`config.mk`:
```
export PLATFORM = sky130hd
export DESIGN_NAME = ct_fcnvt_vec_seq
export DESIGN_NICKNAME = d
export VERILOG_FILES = /design/src/rtl/ct_fcnvt_pkg.sv /design/src/rtl/ct_fcnvt_lane_pick.sv /design/src/rtl/ct_fcnvt_vec_seq.sv
export SDC_FILE = /design/constraint.sdc
export NUM_CORES = 1
export LEC_CHECK = 0
export BUFFER_PORTS_ARGS = -buffer_cell sky130_fd_sc_hd__buf_2
export CORE_AREA = 2 2 380 382
export CTS_BUF_LIST = sky130_fd_sc_hd__clkbuf_4 sky130_fd_sc_hd__clkbuf_8
export CTS_CLUSTER_SIZE = 20
export DETAILED_ROUTE_END_ITERATION = 7
export DIE_AREA = 0 0 382 384
export PLACE_DENSITY = 0.44
export SYNTH_ARGS = -nofsm -noshare
export SYNTH_HDL_FRONTEND = slang
export SYNTH_SLANG_ARGS = --single-unit
```
`constraint.sdc`:
```
create_clock -name forever_cpuclk -period 2 [get_ports forever_cpuclk]
set_input_delay 0.1 -clock forever_cpuclk [delete_from_list [all_inputs] [get_ports forever_cpuclk]]
set_output_delay 0.1 -clock forever_cpuclk [all_outputs]
set_load 0.05 [all_outputs]
```
`src/rtl/ct_fcnvt_pkg.sv`:
```
// Shared types and helpers for the vector floating-point convert sequencer.
package ct_fcnvt_pkg;

    typedef enum logic [2:0] {
        ST_IDLE,
        ST_ISSUE,
        ST_WAIT,
        ST_DONE,
        ST_DRAIN
    } fcnvt_state_e;

    // Bit positions inside the 5-bit fflags vector {NV,DZ,OF,UF,NX}.
    typedef enum int {
        FFLAG_NX = 0,
        FFLAG_UF = 1,
        FFLAG_OF = 2,
        FFLAG_DZ = 3,
        FFLAG_NV = 4
    } fflag_pos_e;

    localparam int FFLAGS_W = 5;

    // Lane index width; a single-lane build still needs a 1-bit index.
    function automatic int lane_idx_w(input int lanes);
        return (lanes > 1) ? $clog2(lanes) : 1;
    endfunction

endpackage

```
`src/rtl/ct_fcnvt_lane_pick.sv`:
```
// Lowest-set-bit priority encoder: selects the next lane to issue.
module ct_fcnvt_lane_pick #(
    parameter int LANES = 4,
    parameter int IDX_W = 2
) (
    input  logic [LANES-1:0] mask,
    output logic [IDX_W-1:0] idx,
    output logic [LANES-1:0] onehot,
    output logic             any
);

    always_comb begin
        idx = '0;
        for (int i = LANES - 1; i >= 0; i--) begin
            if (mask[i]) begin
                idx = IDX_W'(i);
            end
        end
        onehot = mask & (~mask + LANES'(1));
        any    = |mask;
    end

endmodule

```
`src/rtl/ct_fcnvt_vec_seq.sv`:
```
// Vector lane sequencer: issues enabled lanes one per cycle into the scalar
// convert datapath and assembles the vector result and OR-ed fflags.
module ct_fcnvt_vec_seq
    import ct_fcnvt_pkg::*;
#(
    parameter int LANES  = 4,
    parameter int ELEN   = 64,
    parameter int LAT    = 3,
    parameter int FUNC_W = 20
) (
    input  logic                    forever_cpuclk,
    input  logic                    cpurst,
    input  logic                    req_vld,
    output logic                    req_rdy,
    input  logic [LANES*ELEN-1:0]   req_src,
    input  logic [LANES*ELEN-1:0]   req_old,
    input  logic [LANES-1:0]        req_mask,
    input  logic [FUNC_W-1:0]       req_func,
    input  logic [2:0]              req_rm,
    input  logic                    flush,
    output logic                    core_ex1_vld,
    output logic [ELEN-1:0]         core_ex1_src,
    output logic [FUNC_W-1:0]       core_ex1_func,
    output logic [2:0]              core_ex1_rm,
    input  logic                    core_ex3_vld,
    input  logic [ELEN-1:0]         core_ex3_result,
    input  logic [FFLAGS_W-1:0]     core_ex3_expt,
    output logic                    out_vld,
    input  logic                    out_rdy,
    output logic [LANES*ELEN-1:0]   out_result,
    output logic [FFLAGS_W-1:0]     out_expt
);

    localparam int LANE_IDX_W = lane_idx_w(LANES);
    localparam int VEC_W      = LANES * ELEN;

    fcnvt_state_e state_q, state_d;
    logic [VEC_W-1:0]    src_q, src_d;
    logic [VEC_W-1:0]    res_q, res_d;
    logic [LANES-1:0]    rem_q, rem_d;
    logic [FUNC_W-1:0]   func_q, func_d;
    logic [2:0]          rm_q, rm_d;
    logic [FFLAGS_W-1:0] expt_q, expt_d;
    logic                out_vld_q, out_vld_d;
    logic [LAT-1:0]                  tag_vld_q, tag_vld_d;
    logic [LAT-1:0][LANE_IDX_W-1:0]  tag_idx_q, tag_idx_d;

    logic [LANE_IDX_W-1:0] pick_idx;
    logic [LANES-1:0]      pick_oh;
    logic                  pick_any;
    logic                  issue;
    logic                  collect;
    logic                  tags_drained;

    ct_fcnvt_lane_pick #(
        .LANES (LANES),
        .IDX_W (LANE_IDX_W)
    ) u_lane_pick (
        .mask   (rem_q),
        .idx    (pick_idx),
        .onehot (pick_oh),
        .any    (pick_any)
    );

    always_comb begin
        state_d = state_q;
        src_d   = src_q;
        res_d   = res_q;
        rem_d   = rem_q;
        func_d  = func_q;
        rm_d    = rm_q;
        expt_d  = expt_q;

        issue = (state_q == ST_ISSUE) && pick_any;

        // Tag pipeline mirrors the datapath latency; the tail lines up with ex3.
        tag_vld_d[0] = issue;
        tag_idx_d[0] = pick_idx;
        for (int i = 1; i < LAT; i++) begin
            tag_vld_d[i] = tag_vld_q[i-1];
            tag_idx_d[i] = tag_idx_q[i-1];
        end

        // True when nothing will be in flight after this edge.
        tags_drained = ~issue;
        for (int i = 0; i < LAT - 1; i++) begin
            if (tag_vld_q[i]) begin
                tags_drained = 1'b0;
            end
        end

        collect = ((state_q == ST_ISSUE) || (state_q == ST_WAIT)) && !flush
                  && tag_vld_q[LAT-1];
        if (collect) begin
            res_d[tag_idx_q[LAT-1]*ELEN +: ELEN] = core_ex3_result;
            expt_d = expt_q | core_ex3_expt;
        end

        case (state_q)
            ST_IDLE: begin
                if (req_vld) begin
                    src_d   = req_src;
                    res_d   = req_old;
                    rem_d   = req_mask;
                    func_d  = req_func;
                    rm_d    = req_rm;
                    expt_d  = '0;
                    state_d = (req_mask == '0) ? ST_DONE : ST_ISSUE;
                end
            end
            ST_ISSUE: begin
                rem_d = rem_q & ~pick_oh;
                if (flush) begin
                    state_d = ST_DRAIN;
                end else if (rem_d == '0) begin
                    state_d = ST_WAIT;
                end
            end
            ST_WAIT: begin
                if (flush) begin
                    state_d = ST_DRAIN;
                end else if (tags_drained) begin
                    state_d = ST_DONE;
                end
            end
            ST_DONE: begin
                if (flush || out_rdy) begin
                    state_d = ST_IDLE;
                end
            end
            ST_DRAIN: begin
                if (tags_drained) begin
                    state_d = ST_IDLE;
                end
            end
            default: state_d = ST_IDLE;
        endcase

        out_vld_d = (state_d == ST_DONE);
    end

    always_ff @(posedge forever_cpuclk) begin
        if (cpurst) begin
            state_q   <= ST_IDLE;
            src_q     <= '0;
            res_q     <= '0;
            rem_q     <= '0;
            func_q    <= '0;
            rm_q      <= '0;
            expt_q    <= '0;
            out_vld_q <= 1'b0;
            tag_vld_q <= '0;
            tag_idx_q <= '0;
        end else begin
            state_q   <= state_d;
            src_q     <= src_d;
            res_q     <= res_d;
            rem_q     <= rem_d;
            func_q    <= func_d;
            rm_q      <= rm_d;
            expt_q    <= expt_d;
            out_vld_q <= out_vld_d;
            tag_vld_q <= tag_vld_d;
            tag_idx_q <= tag_idx_d;
        end
    end

    assign req_rdy       = (state_q == ST_IDLE);
    assign core_ex1_vld  = issue;
    assign core_ex1_src  = issue ? src_q[pick_idx*ELEN +: ELEN] : '0;
    assign core_ex1_func = issue ? func_q : '0;
    assign core_ex1_rm   = issue ? rm_q : '0;
    assign out_vld       = out_vld_q;
    assign out_result    = res_q;
    assign out_expt      = expt_q;

    // The datapath must return exactly when a tag reaches the tail.
    tag_return_check: assert property (@(posedge forever_cpuclk) disable iff (cpurst)
        ((state_q == ST_ISSUE) || (state_q == ST_WAIT)) |-> (core_ex3_vld == tag_vld_q[LAT-1]));

endmodule

```
==> results_dict.tcl, run 1 <==
set metrics [dict create \
    power_density_nw_per_um2 786 \
    cts.sinks 557 \
    drtPass1Iterations 6 \
    area_growth_pct 100 \
    dpl.hpwl_um 88900 \
    fin_skew_ps 29.2 \
    reg2reg_from "state_q[2]$_SDFF_PP0_" \
    endpoint "core_ex1_src[28]" \
    grt_pass1_vias 28900 \
    syn_nets 3285 \
    layout-drive-gt1-share 0.361 \
    finalWorstSetupSlack_ps -762 \
    antenna_left 0 \
    slew_headroom 0.661 \
    crit_fanout 8 \
    first_iter_violations 1862 \
    grt_pass1_wl_um 185000 \
    buffer_ports.inserted 963 \
    synth_cells 2666 \
    hold_viol 0 \
    min_delay_path_depth 4 \
    antenna_found_initial 19 \
    die_x_um 382 \
    post-route-util 0.321 \
    max_clock_freq_mhz 362 \
    grt_max_degree 90 \
    cts-htree-levels 3 \
    core_um2 143000 \
    period_minus_slack_ps 2760 \
    cp.arrival_ps 2660 \
    clockRootBuffer "clkbuf_8" \
    r2r_slack_ps 40 \
    tightest_slew_ps 509 \
    yosysSeqAreaShare 0.487 \
    clk_latency_ps 800 \
    place_congestion 0.892 \
    timing.final.crit_share 1.38 \
    syn_area_um2 22900 \
    r2r_cells 8 \
    rows 139 \
    async_flop_share 0 \
    crit_required_ps 1900 \
    yosys_warnings 0 \
    endpoint_kind "output pin" \
    ir_drop_mv 0.506 \
    ys_seq_elements 557 \
    fill_cells 14600 \
    critPathKind "reg2out" \
    fin_setup_tns_ps -55310 \
    min_from "req_old[207]" \
    post_drt_wl_per_cell_um 21.0 \
    vias_per_cell 4.49 \
    startpoint_type "flop" \
    die-area_um2 147000 \
    synthFlopType "dfxtp_1" \
    ios 965 \
    start_util 0.160 \
    wl_um 138000 \
    drcViolationCount 0 \
    clk_pin_slew_ps 60 \
    synth-edff-count 0 \
    p_leak_nw 19.3 \
    avgSynthCellArea_um2 8.59 \
    fp.dieH_um 384 \
    crit_start "rem_q[2]$_SDFFE_PP0P_" \
    track_usage 0.166 \
    status "finished, violations left" \
    rsz0062_at_grt "yes" \
    cts_made_buffers 107 \
    maxCapViolations 0 \
    hp-class "in2reg" \
    cts_buffer_depth 3 \
    nets 5200 \
    cts_tree "done" \
    ys_types 41 \
    grt-ovfl-total 0 \
    vias 29500 \
    r2r-end "out_result[42]$_SDFF_PP0_" \
    finalSetupViolCount 88 \
    violations "setup timing" \
    dp.cells 5426 \
    fin_cells 6583 \
    drv_slew 0 \
]
==> where the power goes <==
part | switching, mW | internal [mW]
Clock | 5.64 | 7.11
Sequential | 0.639 | 12.1
Combinational | 5.98 | 4.50
==> Yosys cell counts, types with 2 or more instances <==
cell        n  area share
nand2_1   564       0.092
dfxtp_1   557        0.49
a21oi_1   291       0.064
nor2_1    269       0.044
nor3_1    263       0.058
a221oi_1  256       0.098
clkbuf_1  144       0.024
buf_2      88       0.019
and2_1     87       0.024
mux4_2     64       0.063
buf_4      18      0.0059
buf_1       8      0.0013
nor2b_1     8      0.0022
and3_1      5      0.0014
ha_1        5      0.0027
nor4bb_1    5      0.0022
o21ai_0     4     0.00087
inv_1       3     0.00049
nand2_2     3     0.00082
nand3b_1    2     0.00066
nor3b_1     2     0.00066
==> per-layer routing <==
metal	track usage	vias to the layer above	share of wire	wire length, µm
met3	0.0352	409	0.072	9900
met2	0.271	1361	0.46	64100
li1	-	13400	-	-
met1	0.205	14400	0.41	56900
met5	0	-	0.00042	58
met4	0.0888	8	0.051	7110
==> critical path: stages, from the launching register on <==
cell and delay, ps:
dfxtp_4 360, o21ai_4 190, buf_6 130, clkbuf_16 130
buf_12 130, mux4_2 600, and2_4 190, buf_12 140
==> final cells by class <==
cell class | count | area [µm²] | share of cell area
tap | 1903 | 2380 | 0.0520
clock buffer | 167 | 2040 | 0.0444
timing repair buffer | 2065 | 18200 | 0.398
sequential | 557 | 11200 | 0.244
inverter | 3 | 21.3 | 0.000464
clock inverter | 24 | 292 | 0.00637
multi-input combinational | 1847 | 11600 | 0.254
antenna | 17 | 42.5 | 0.000929
==> cell usage in the layout (no fill, tap or decap), drive strengths merged, types with 8 or more instances in the layout <==
master	instances
buf	1169
dlygate4sd3	863
nand2	567
dfxtp	557
a21oi	292
nor2	270
nor3	263
a221oi	256
clkbuf	198
and2	87
mux4	64
diode	17
clkinv	12
nor2b	8
==> stage by stage <==
stage	cell area, µm²	total power, mW	hold slack [ps]	setup slack [ps]
2_1_floorplan	22900	17.8	236	33.6
3_3_place_gp	31400	20.9	342	-40.0
3_5_place_dp	31400	21.0	346	-77.1
4_1_cts	43300	35.6	0.253	-916
5_1_grt	45800	37.5	49.2	-894
6_report	45800	36.0	114	-762
==> cells by family after synthesis <==
logic type,synth area share
and+or+nand+nor,0.230
AOI/OAI and AO/OA,0.166
muxes,0.0630
xor gates and xnor gates,0.000711
DFF,0.487
adders and majority gates,0.00317
buffers and inverters,0.0508
==> worst min path at each step <==
| stage | to | slack, ps |
|---|---|---|
| floorplan | func_q[0]$_SDFFE_PP0P_ | 240 |
| CTS | src_q[197]$_SDFFE_PP0P_ | 0.3 |
| global placement | func_q[0]$_SDFFE_PP0P_ | 340 |
| global route | src_q[157]$_SDFFE_PP0P_ | 50 |
| finish | out_result[207]$_SDFF_PP0_ | 110 |
| detailed placement | src_q[88]$_SDFFE_PP0P_ | 350 |
==> state kept, by name, summed over array words and instances, names as in the netlist <==
signal,cells
out_expt,5
rm_q,3
tag_idx_d,4
out_vld,1
src_q,256
tag_idx_q,2
rem_q,4
out_result,256
tag_vld_q,3
state_q,3
func_q,20
==> timing repair <==
item,in CTS,in global routing
setup buffers,20,30
hold buffers,863,0
endpoints found under the hold margin,557,0
cloned,9,37
pin swaps,26,107
setup endpoints to repair,397,444
resized for setup,183,332
No activity file was read; power rests on OpenSTA's default activity.
==> run 2, diff against run 1 <==
- CELL_PAD_IN_SITES_DETAIL_PLACEMENT: default -> 0
- CELL_PAD_IN_SITES_GLOBAL_PLACEMENT: default -> 1
- PLACE_DENSITY: 0.44 -> 0.53
==> results_dict.tcl, run 2 (synthesis gave the netlist of run 1 again) <==
set metrics [dict create \
    reg2reg_from "state_q[2]$_SDFF_PP0_" \
    drtPass1Iterations 5 \
    cp.arrival_ps 2670 \
    post_drt_wl_per_cell_um 21.6 \
    cts_made_buffers 108 \
    crit_buf_inv 3 \
    buffer_ports.inserted 963 \
    min_delay_path_depth 4 \
    post-route-cell-area_um2 43500 \
    track_usage 0.164 \
    power_density_nw_per_um2 816 \
    startpoint_type "flop" \
    finalSetupViolCount 88 \
    r2r-end "out_result[175]$_SDFF_PP0_" \
    cts_buffer_depth 3 \
    placed_cell_area_um2 31000 \
    clk_pin_slew_ps 60 \
    whs_ps 112 \
    status "finished, violations left" \
    rows 139 \
    tightest_slew_ps 661 \
    layout-drive-gt1-share 0.379 \
    clk_latency_ps 790 \
    rsz0062_at_grt "yes" \
    grt_max_degree 84 \
    hp-class "in2reg" \
    place_congestion 0.852 \
    grt_pass1_vias 27500 \
    crit_family "multiplexers" \
    endpoint_kind "output pin" \
    antenna_found_initial 13 \
    crit_required_ps 1900 \
    hold_viol 0 \
    grt_pass1_wl_um 182000 \
    fill_cells 15200 \
    die_x_um 382 \
    crit_slowest_cell "mux4_2" \
    ir_drop_mv 0.493 \
    drcViolationCount 0 \
    vias_per_cell 4.43 \
    r2r_slack_ps 40 \
    path_cells "o21ai_4 -> buf_12 -> buf_12 -> mux4_2 -> and2_4 -> buf_6" \
    fin_skew_ps 33.1 \
    violations "setup timing" \
    start_util 0.160 \
    core_um2 143000 \
    maxCapViolations 0 \
    cts-htree-levels 3 \
    vias 28300 \
    period_minus_slack_ps 2770 \
    final_common_cell "buf_2" \
    area_growth_pct 90.0 \
    hold_end "src_q[183]$_SDFFE_PP0P_" \
    drv_slew 0 \
    clockRootBuffer "clkbuf_8" \
    p_leak_nw 18.5 \
    critPathMaxStageDelay_ps 580 \
    nets 5012 \
    max_clock_freq_mhz 361 \
    slew_headroom 0.560 \
    cts.sinks 557 \
    crit_top_cell "buf_12" \
    timing.final.crit_share 1.38 \
    wl_um 138000 \
    min_from "req_src[183]" \
    ios 965 \
    finalWorstSetupSlack_ps -768 \
    grt-ovfl-total 0 \
    dpl.hpwl_um 89500 \
    die-area_um2 147000 \
    r2r_cells 8 \
    antenna_left 0 \
    fp.dieH_um 384 \
    cts_tree "done" \
    first_iter_violations 1931 \
    mostFrequentLayoutCells "buf_2 (873), dlygate4sd3_1 (657), nand2_1 (562)" \
    critPathKind "reg2out" \
    crit_fanout 8 \
]
run 2: stage by stage:
stage / std cells / setup slack (ps) / power [mW] / setup TNS, ps / utilization
6_report: 6390 / -768 / 35.5 / -57140 / 0.305
5_1_grt: 6384 / -950 / 37.1 / -74240 / 0.305
4_1_cts: 6325 / -939 / 35.1 / -72180 / 0.291
3_5_place_dp: 5439 / -33.6 / 20.9 / -296 / 0.217
3_3_place_gp: 5439 / -41.3 / 20.9 / -362 / 0.217
2_1_floorplan: 2666 / 33.6 / 17.8 / 0 / -
run 2: how the worst max path moves through the flow:
| stage | from | end | cells past startpoint |
|---|---|---|---|
| 4_1_cts | rem_q[2]$_SDFFE_PP0P_ | core_ex1_src[44] | 7 |
| 6_report | rem_q[3]$_SDFFE_PP0P_ | core_ex1_src[26] | 6 |
| 3_3_place_gp | rem_q[3]$_SDFFE_PP0P_ | core_ex1_src[47] | 6 |
| 5_1_grt | rem_q[3]$_SDFFE_PP0P_ | core_ex1_src[1] | 7 |
| 3_5_place_dp | rem_q[3]$_SDFFE_PP0P_ | core_ex1_src[59] | 6 |
| 2_1_floorplan | rem_q[0]$_SDFFE_PP0P_ | core_ex1_src[44] | 6 |
run 2: repair_timing:
item,4_1_cts,5_1_grt
setup buffers,22,24
endpoints found under the hold margin,557,0
cloned,14,37
pin swaps,66,80
endpoints found under the setup margin,109,384
gates resized for setup,337,188
hold buffers,657,0
run 2: final cells by class:
| cell class | instances | area, µm² | area share |
|---|---|---|---|
| timing repair buffer | 1876 | 16000 | 0.369 |
| multi-input combinational | 1847 | 11600 | 0.266 |
| sequential | 557 | 11200 | 0.257 |
| tap | 1903 | 2380 | 0.0547 |
| clock buffer | 171 | 2120 | 0.0486 |
| clock inverter | 22 | 198 | 0.00454 |
| antenna | 11 | 27.5 | 0.000633 |
| inverter | 3 | 11.3 | 0.000259 |
run 2: power by group:
group          switching (mW)  internal [mW]
Clock                    5.48           6.95
Combinational            6.06           4.27
Sequential              0.614           12.1
run 2: metal layers:
| metal | up-vias | wire length [µm] | global-route usage |
|---|---|---|---|
| li1 | 13000 | - | - |
| met2 | 1182 | 65200 | 0.273 |
| met3 | 282 | 9390 | 0.0357 |
| met4 | 8 | 4770 | 0.0596 |
| met5 | - | 42 | 0 |
| met1 | 13900 | 58400 | 0.208 |
run 2: tightest hold or removal path: stages:
cell,delay (ps)
dlygate4sd3_1,530
buf_2,120
nand2_1,50
a21oi_1,50
==> run 3, diff against run 2 <==
- PLACE_DENSITY: 0.53 -> 0.52
- clock period: 2 -> 2.7 ns (I/O delays scaled with it)
==> results_dict.tcl, run 3 (synthesis gave the netlist of run 1 again) <==
set metrics [dict create \
    first_iter_violations 1513 \
    status "finished, violations left" \
    placed_cell_area_um2 30200 \
    nets 4998 \
    r2r_cells 8 \
    crit_family "buffers and inverters" \
    place_ws_ps 311 \
    r2r-end "out_result[89]$_SDFF_PP0_" \
    ir_drop_mv 0.330 \
    maxCapViolations 0 \
    hp-class "in2reg" \
    endpoint_kind "output pin" \
    max_clock_freq_mhz 358 \
    clk_pin_slew_ps 60 \
    cp.arrival_ps 2660 \
    startpoint_type "flop" \
    slew_headroom 0.343 \
    post-route-cell-area_um2 42200 \
    antenna_left 0 \
    final_common_cell "buf_2" \
    fin_setup_tns_ps -1780 \
    period_minus_slack_ps 2790 \
    rsz0062_at_grt "yes" \
    finalWorstSetupSlack_ps -92.5 \
    min_delay_path_depth 4 \
    mostFrequentLayoutCells "buf_2 (874), dlygate4sd3_1 (739), nand2_1 (562)" \
    grt_max_degree 83 \
    path_cells "nor2_4 -> o21ai_4 -> buf_4 -> buf_12 -> buf_6 -> buf_6 -> mux4_2 -> and2_4 -> buf_12" \
    drcViolationCount 0 \
    hold_end "out_result[76]$_SDFF_PP0_" \
    wl_um 131000 \
    core_um2 143000 \
    cts_tree "done" \
    area_growth_pct 84.5 \
    drtPass1Iterations 5 \
    crit_required_ps 2570 \
    crit_slowest_cell "mux4_2" \
    vias_per_cell 4.37 \
    finalSetupViolCount 39 \
    tightest_slew_ps 986 \
    reg2reg_from "tag_idx_q[4]$_SDFF_PP0_" \
    critPathKind "reg2out" \
    power_density_nw_per_um2 617 \
    p_leak_nw 18.0 \
    fp.dieH_um 384 \
    grt-ovfl-total 0 \
    drv_slew 0 \
    vias 27900 \
    hold_viol 0 \
    cts-htree-levels 3 \
    place_congestion 0.856 \
    cts_buffer_depth 3 \
    antenna_found_initial 18 \
    timing.final.crit_share 1.03 \
    min_from "req_old[76]" \
    track_usage 0.169 \
    crit_fanout 5 \
    start_util 0.160 \
    ios 965 \
    cts.sinks 557 \
    cp.depth 9 \
    fin_skew_ps 60.6 \
    die-area_um2 147000 \
    buffer_ports.inserted 963 \
    crit_buf_inv 5 \
    grt_pass1_wl_um 188000 \
    die_x_um 382 \
    post_drt_wl_per_cell_um 20.5 \
    dpl.hpwl_um 89100 \
    cts_made_buffers 107 \
    layout-drive-gt1-share 0.334 \
    grt_pass1_vias 28300 \
    critPathMaxStageDelay_ps 400 \
    clockRootBuffer "clkbuf_8" \
    post-route-util 0.296 \
    violations "setup timing" \
    clk_latency_ps 820 \
    r2r_slack_ps 150 \
    rows 139 \
    whs_ps 134 \
]
run 3: timing repair:
action | CTS | global route
endpoints found under the setup margin | 88 | 124
pin swaps | 76 | 9
cloned | 17 | 4
hold buffers | 739 | 0
endpoints found under the hold margin | 548 | 0
resized for setup | 402 | 28
buffers inserted | 38 | 11
run 3: how the worst max path moves through the flow:
stage,start,endpoint,slack [ps]
2_1_floorplan,state_q[2]$_SDFF_PP0_,core_ex1_src[54],330
3_3_place_gp,state_q[1]$_SDFF_PP0_,out_result[255]$_SDFF_PP0_,330
3_5_place_dp,state_q[1]$_SDFF_PP0_,out_result[255]$_SDFF_PP0_,310
4_1_cts,rem_q[2]$_SDFFE_PP0P_,core_ex1_src[60],-300
5_1_grt,rem_q[2]$_SDFFE_PP0P_,core_ex1_src[14],-300
6_report,rem_q[1]$_SDFFE_PP0P_,core_ex1_src[24],-90
run 3: power by group:
part	total (mW)	internal, mW	switching (mW)
sequential	9.39	8.98	0.414
clock	9.49	5.39	4.10
combinational	7.17	2.92	4.25
run 3: worst register-to-register path, delay by kind of cell (launching register included):
family                     cells  cell delay [ps]
AOI/OAI and AO/OA              1              280
adders and majority gates      1              340
buffers and inverters          3              880
DFF                            1              380
and+or+nand+nor                3              540
run 3: stage by stage:
stage,instances,power [mW]
after CTS,6372,26.5
after floorplan,2666,13.2
after detailed placement,5381,15.3
after global placement,5381,15.3
after global routing,6381,27.3
final,6385,26.1
run 3: routing by layer:
layer  up-vias  GRT usage  wire length [µm]
li1      12900          -                 -
met1     13800      0.215             56600
met2       959      0.282             62800
met3       255     0.0360              7070
met4         6     0.0577              4410
met5         -          0                40
run 3: layout make-up:
class / count / area (µm²)
Inverter: 3 / 11.3
Sequential cell: 557 / 11200
Antenna cell: 14 / 35.0
Timing Repair Buffer: 1863 / 15300
Tap cell: 1903 / 2380
Clock inverter: 14 / 174
Multi-Input combinational cell: 1847 / 10900
Clock buffer: 184 / 2230
Fill cell: 15500 / 101000
